`src/rtl/r_uart_t_uart.sv`:
```
`timescale 1ns/1ps
// 8N1 UART: independent receiver (2-flop synchronized, center sampled) and transmitter.
// CLKS_PER_BIT clk cycles per serial bit; legal values are 4 or more.
module r_uart_t_uart #(
    parameter int unsigned CLKS_PER_BIT = 434
) (
    input  logic       clk,
    input  logic       reset,
    input  logic       rx_data_in,
    output logic [7:0] rx_data_out,
    output logic       rx_data_valid,
    input  logic       tx_start,
    input  logic [7:0] tx_data_in,
    output logic       tx_data_out,
    output logic       tx_ready
);

    localparam int unsigned CW = (CLKS_PER_BIT > 1) ? $clog2(CLKS_PER_BIT) : 1;
    localparam logic [CW-1:0] BIT_LAST  = CW'(CLKS_PER_BIT - 1);
    localparam logic [CW-1:0] HALF_LAST = CW'(CLKS_PER_BIT / 2 - 1);

    typedef enum logic [1:0] {IDLE, START, DATA, STOP} state_t;

    // ---------------- receiver ----------------
    logic [1:0]    rx_sync_q;
    logic          rx_prev_q;
    logic          rx_s;
    state_t        rx_state_q, rx_state_d;
    logic [CW-1:0] rx_cnt_q, rx_cnt_d;
    logic [2:0]    rx_bit_q, rx_bit_d;
    logic [7:0]    rx_shift_q, rx_shift_d;
    logic [7:0]    rx_data_d;
    logic          rx_valid_d;

    assign rx_s = rx_sync_q[1];

    always_ff @(posedge clk or negedge reset) begin
        if (!reset) begin
            rx_sync_q     <= 2'b11;
            rx_prev_q     <= 1'b1;
            rx_state_q    <= IDLE;
            rx_cnt_q      <= '0;
            rx_bit_q      <= '0;
            rx_shift_q    <= '0;
            rx_data_out   <= '0;
            rx_data_valid <= 1'b0;
        end else begin
            rx_sync_q     <= {rx_sync_q[0], rx_data_in};
            rx_prev_q     <= rx_s;
            rx_state_q    <= rx_state_d;
            rx_cnt_q      <= rx_cnt_d;
            rx_bit_q      <= rx_bit_d;
            rx_shift_q    <= rx_shift_d;
            rx_data_out   <= rx_data_d;
            rx_data_valid <= rx_valid_d;
        end
    end

    // Start needs a high-to-low edge, so a line held low after a framing error is ignored.
    always_comb begin
        rx_state_d = rx_state_q;
        rx_cnt_d   = rx_cnt_q;
        rx_bit_d   = rx_bit_q;
        rx_shift_d = rx_shift_q;
        rx_data_d  = rx_data_out;
        rx_valid_d = 1'b0;
        case (rx_state_q)
            IDLE: begin
                if (rx_prev_q && !rx_s) begin
                    rx_state_d = START;
                    rx_cnt_d   = '0;
                end
            end
            START: begin
                if (rx_cnt_q == HALF_LAST) begin
                    rx_cnt_d   = '0;
                    rx_bit_d   = '0;
                    rx_state_d = rx_s ? IDLE : DATA;
                end else begin
                    rx_cnt_d = rx_cnt_q + CW'(1);
                end
            end
            DATA: begin
                if (rx_cnt_q == BIT_LAST) begin
                    rx_cnt_d   = '0;
                    rx_shift_d = {rx_s, rx_shift_q[7:1]};
                    if (rx_bit_q == 3'd7) begin
                        rx_state_d = STOP;
                    end else begin
                        rx_bit_d = rx_bit_q + 3'd1;
                    end
                end else begin
                    rx_cnt_d = rx_cnt_q + CW'(1);
                end
            end
            STOP: begin
                if (rx_cnt_q == BIT_LAST) begin
                    rx_cnt_d   = '0;
                    rx_state_d = IDLE;
                    if (rx_s) begin
                        rx_data_d  = rx_shift_q;
                        rx_valid_d = 1'b1;
                    end
                end else begin
                    rx_cnt_d = rx_cnt_q + CW'(1);
                end
            end
            default: rx_state_d = IDLE;
        endcase
    end

    // ---------------- transmitter ----------------
    state_t        tx_state_q, tx_state_d;
    logic [CW-1:0] tx_cnt_q, tx_cnt_d;
    logic [2:0]    tx_bit_q, tx_bit_d;
    logic [7:0]    tx_shift_q, tx_shift_d;
    logic          tx_out_d;
    logic          tx_ready_d;

    always_ff @(posedge clk or negedge reset) begin
        if (!reset) begin
            tx_state_q  <= IDLE;
            tx_cnt_q    <= '0;
            tx_bit_q    <= '0;
            tx_shift_q  <= '0;
            tx_data_out <= 1'b1;
            tx_ready    <= 1'b1;
        end else begin
            tx_state_q  <= tx_state_d;
            tx_cnt_q    <= tx_cnt_d;
            tx_bit_q    <= tx_bit_d;
            tx_shift_q  <= tx_shift_d;
            tx_data_out <= tx_out_d;
            tx_ready    <= tx_ready_d;
        end
    end

    // Line and ready are derived from the next state so the registered outputs track it.
    always_comb begin
        tx_state_d = tx_state_q;
        tx_cnt_d   = tx_cnt_q;
        tx_bit_d   = tx_bit_q;
        tx_shift_d = tx_shift_q;
        tx_out_d   = 1'b1;
        tx_ready_d = 1'b0;
        case (tx_state_q)
            IDLE: begin
                if (tx_start) begin
                    tx_state_d = START;
                    tx_shift_d = tx_data_in;
                    tx_cnt_d   = '0;
                    tx_bit_d   = '0;
                end
            end
            START: begin
                if (tx_cnt_q == BIT_LAST) begin
                    tx_cnt_d   = '0;
                    tx_state_d = DATA;
                end else begin
                    tx_cnt_d = tx_cnt_q + CW'(1);
                end
            end
            DATA: begin
                if (tx_cnt_q == BIT_LAST) begin
                    tx_cnt_d = '0;
                    if (tx_bit_q == 3'd7) begin
                        tx_state_d = STOP;
                    end else begin
                        tx_bit_d   = tx_bit_q + 3'd1;
                        tx_shift_d = {1'b0, tx_shift_q[7:1]};
                    end
                end else begin
                    tx_cnt_d = tx_cnt_q + CW'(1);
                end
            end
            STOP: begin
                if (tx_cnt_q == BIT_LAST) begin
                    tx_cnt_d   = '0;
                    tx_state_d = IDLE;
                end else begin
                    tx_cnt_d = tx_cnt_q + CW'(1);
                end
            end
            default: tx_state_d = IDLE;
        endcase

        case (tx_state_d)
            IDLE:    begin tx_out_d = 1'b1; tx_ready_d = 1'b1; end
            START:   tx_out_d = 1'b0;
            DATA:    tx_out_d = tx_shift_d[0];
            default: tx_out_d = 1'b1;
        endcase
    end

endmodule

```
`config.mk`:
```
export PLATFORM = sky130hd
export DESIGN_NAME = r_uart_t_uart
export DESIGN_NICKNAME = d
export VERILOG_FILES = /design/src/rtl/r_uart_t_uart.sv
export SDC_FILE = /design/constraint.sdc
export NUM_CORES = 1
export LEC_CHECK = 0
export ABC_AREA = 1
export CAP_MARGIN = 0
export CORE_MARGIN = 5
export CORE_UTILIZATION = 50
export CTS_BUF_LIST = sky130_fd_sc_hd__clkbuf_8
export DETAILED_ROUTE_END_ITERATION = 16
export PLACE_DENSITY = 0.74
export SLEW_MARGIN = 20
export SYNTH_ARGS = -nofsm -noshare
export SYNTH_HDL_FRONTEND = slang
export SYNTH_SLANG_ARGS = --single-unit
```
`constraint.sdc`:
```
create_clock -name clk -period 3.5 [get_ports clk]
set_input_delay 0.525 -clock clk [delete_from_list [all_inputs] [get_ports clk]]
set_output_delay 0.525 -clock clk [all_outputs]
set_load 0.01 [all_outputs]
```
==> impl_metrics.csv <==
group,metric,value,unit
detailed_routing,via_count,2210,
global_route,grt_use_met3,3.50,%
yosys,yosys_most_used_dff,"dfrtp_1",
die,core,5850,µm²
cts,post-cts-setup-buffer-count,0,
power_and_ir_drop,p_total,2.14,mW
placement,port_buffers,22,
cts,cts_buffers,9,
power_and_ir_drop,power_frac_clock,30.8,%
yosys,synth-edff-count,0,
sta,slew_headroom,42.5,%
cells_and_area,post-route-cell-area,3460,µm²
worst_setup_path,cp.depth,1,
sta,max_slew.worst_pin.slew,863,ps
global_route,use_met1,19.9,%
yosys,syn_nets,359,
worst_setup_path,r2r_slack,1770,ps
yosys,ys_async_sr_fraction,100,%
cells_and_area,fin_cells,448,
sta,period_share,55.6,%
yosys,ys_ff_latch,58,
placement,dp_hpwl,3.82,mm
detailed_routing,first_iter_violations,113,
cells_and_area,syn2layout_area_growth,16.7,%
worst_setup_path,crit_type,"reg2out",
global_route,busiest_layer,"met2",
worst_setup_path,reg2reg_from,"tx_state_q[0]",
cells_and_area,nets,389,
yosys,synth_top_area_share,44.7,%
die,initial_core_util,50.7,%
yosys,synth_top_area_cell,"dfrtp_1",
placement,gp_congestion,0.817,
die,dieWidth,87.0,µm
detailed_routing,first_pass_iters,4,
power_and_ir_drop,power_frac_comb,26.0,%
worst_setup_path,regToRegEndpoint,"tx_data_out",
global_route,grt_pass1_wl,9.34,mm
yosys,synth_cell_types,34,
power_and_ir_drop,p_int,1.41,mW
sta,fin_skew,6.27,ps
power_and_ir_drop,swShare,34.4,%
global_route,grt_max_degree,40,
worst_setup_path,cp-end-kind,"output port",
cells_and_area,final_common_cell,"nand2_1",
global_route,grt_util_met2,24.9,%
yosys,yosys_warnings,0,
detailed_routing,wl,5.26,mm
detailed_routing,drc,0,
placement,post_dp_cell_area,3250,µm²
worst_setup_path,crit_fanout,1,
cts,tritoncts,"done",
sta,rsz0062_at_grt,"false",
worst_setup_path,critPathTopFamily,"flip-flops",
sta,slew_violations,0,
yosys,postSynthCellCount,338,
sta,max_freq,0.514,GHz
worst_setup_path,cp.arrival,1420,ps
power_and_ir_drop,vdd_drop_max,0.000273,V
cts,cts.sinks,58,
cells_and_area,diodes,0,
power_and_ir_drop,p_leak,1.68,nW
cells_and_area,drive_gt1_share,19.3,%
detailed_routing,viasPerCell,4.93,
global_route,antenna_found_initial,0,
worst_setup_path,cp_slowest_stage_delay,550,ps
yosys,syn_avg_cell_area,8.78,µm²
global_route,first_global_vias,2134,
yosys,synth.area.top_cells,"dfrtp_1 45%, nand2_1 13%, nand3_1 4.7%",
power_and_ir_drop,pwr-share-seq,43.2,%
sta,final-hold-violation-count,0,
detailed_routing,wl_per_cell,11.7,µm
cts,clk_pin_slew,70,ps
die,rows,28,
cts,root_buffer,"clkbuf_8",
die,die_area,7580,µm²
run_status,outcome,"complete, no violations",
cts,cts_resized,0,
worst_setup_path,path_cells,"clkdlybuf4s50_1",
die,die_y,87.0,µm
worst_setup_path,crit_slowest_cell,"dfstp_2",
worst_setup_path,path_buf_inv,1,
power_and_ir_drop,power_density,619,nW/µm²
sta,min_period,1950,ps
yosys,synthesis.area,2970,µm²
global_route,grt-ovfl-total,0,
cts,clockBufferDepth,2,
die,io_pins,23,
worst_hold_path,hold_path.class,"in2async",
cts,cts.htree.levels,3,
sta,tns,0,ps
power_and_ir_drop,power.switching,738,µW
cells_and_area,final_cell_mix,"99 x nand2_1, 53 x dfrtp_1, 35 x inv_1",
cts,insertion_delay,330,ps
worst_setup_path,reg2regPathDepth,7,
job,max-cap-violations,0,
global_route,grt_usage,15.7,%
placement,dp.cells,432,
yosys,yosysSeqAreaShare,49.1,%
worst_setup_path,worst_ep_required_time,2970,ps
worst_setup_path,cp-start-kind,"register",
cts,hold_buffers,0,
detailed_routing,ant_nets,0,
sta,setup_violations,0,
-- registers in the layout, indices dropped and copies added (netlist names), 2 cells and up, named ones only --
register     cells
rx_cnt_q         9
tx_cnt_q         9
rx_data_out      8
rx_shift_q       8
tx_shift_q       8
rx_bit_q         3
tx_bit_q         3
rx_sync_q        2
tx_state_q       2
-- kinds of logic (layout without fill, tap and decap cells) --
| logic type | after synthesis | after routing | synth area share [%] |
|---|---|---|---|
| simple gates | 176 | 176 | 29.0 |
| flops | 58 | 58 | 49.1 |
| buf+inv | 47 | 82 | 6.58 |
| compound gates | 42 | 42 | 9.74 |
| fa+ha+maj | 9 | 9 | 3.79 |
| xor+xnor | 6 | 6 | 1.77 |
-- final cells by class --
cell class | count | area [µm²]
Clock buffer | 9 | 124
Clock inverter | 7 | 86.3
Fill cell | 505 | 2390
Sequential cell | 58 | 1460
Multi-Input combinational cell | 233 | 1320
Timing Repair Buffer | 23 | 223
Tap cell | 75 | 93.8
Inverter | 43 | 164
-- cells in the mapped netlist (2+ instances only) --
master / instances
nand4_1: 4
nor2_2: 4
inv_1: 33
xor2_1: 5
buf_6: 2
o21ai_1: 5
inv_2: 9
dfrtp_1: 53
nor2_4: 2
nor3_1: 3
a21oi_1: 7
nand2_2: 8
nand3_1: 28
nor3_2: 2
dfstp_2: 5
o21ai_0: 7
o21ai_2: 16
o22ai_1: 6
nand2_1: 99
ha_1: 9
nor2_1: 17
nand3_4: 2
-- worst max-delay path by stage --
| stage | endpoint | start | slack, ps |
|---|---|---|---|
| global route | tx_data_out | tx_data_out | 1510 |
| finish | tx_data_out | tx_data_out | 1550 |
| global placement | tx_data_out | tx_start | 1530 |
| detailed placement | tx_data_out | tx_start | 1450 |
| CTS | tx_data_out | tx_data_out | 1530 |
| floorplan | tx_shift_q[1] | tx_cnt_q[1] | 2040 |
-- power groups by stage --
stage	combinational (mW)	sequential, mW	clock, mW
5_1_grt	0.638	0.942	0.701
4_1_cts	0.568	0.926	0.673
6_report	0.559	0.926	0.660
3_3_place_gp	0.547	0.935	0
3_5_place_dp	0.565	0.936	0
2_1_floorplan	0.450	0.911	0
-- per-layer routing --
metal  up-vias  part of all wire (%)
met3        11                   3.8
li1       1149                     -
met2        32                    48
met5         -                     0
met4         0                   2.4
met1      1018                    46
-- per-stage QoR --
| stage | setup slack [ps] | utilization, % | hold slack, ps |
|---|---|---|---|
| after floorplan | 2040 | - | 229 |
| after global placement | 1530 | 55.6 | 346 |
| after detailed placement | 1450 | 55.6 | 347 |
| after CTS | 1530 | 59.2 | 328 |
| after global routing | 1510 | 59.2 | 354 |
| final | 1550 | 59.2 | 303 |
Note: power is estimated with default switching activity, not from simulation.
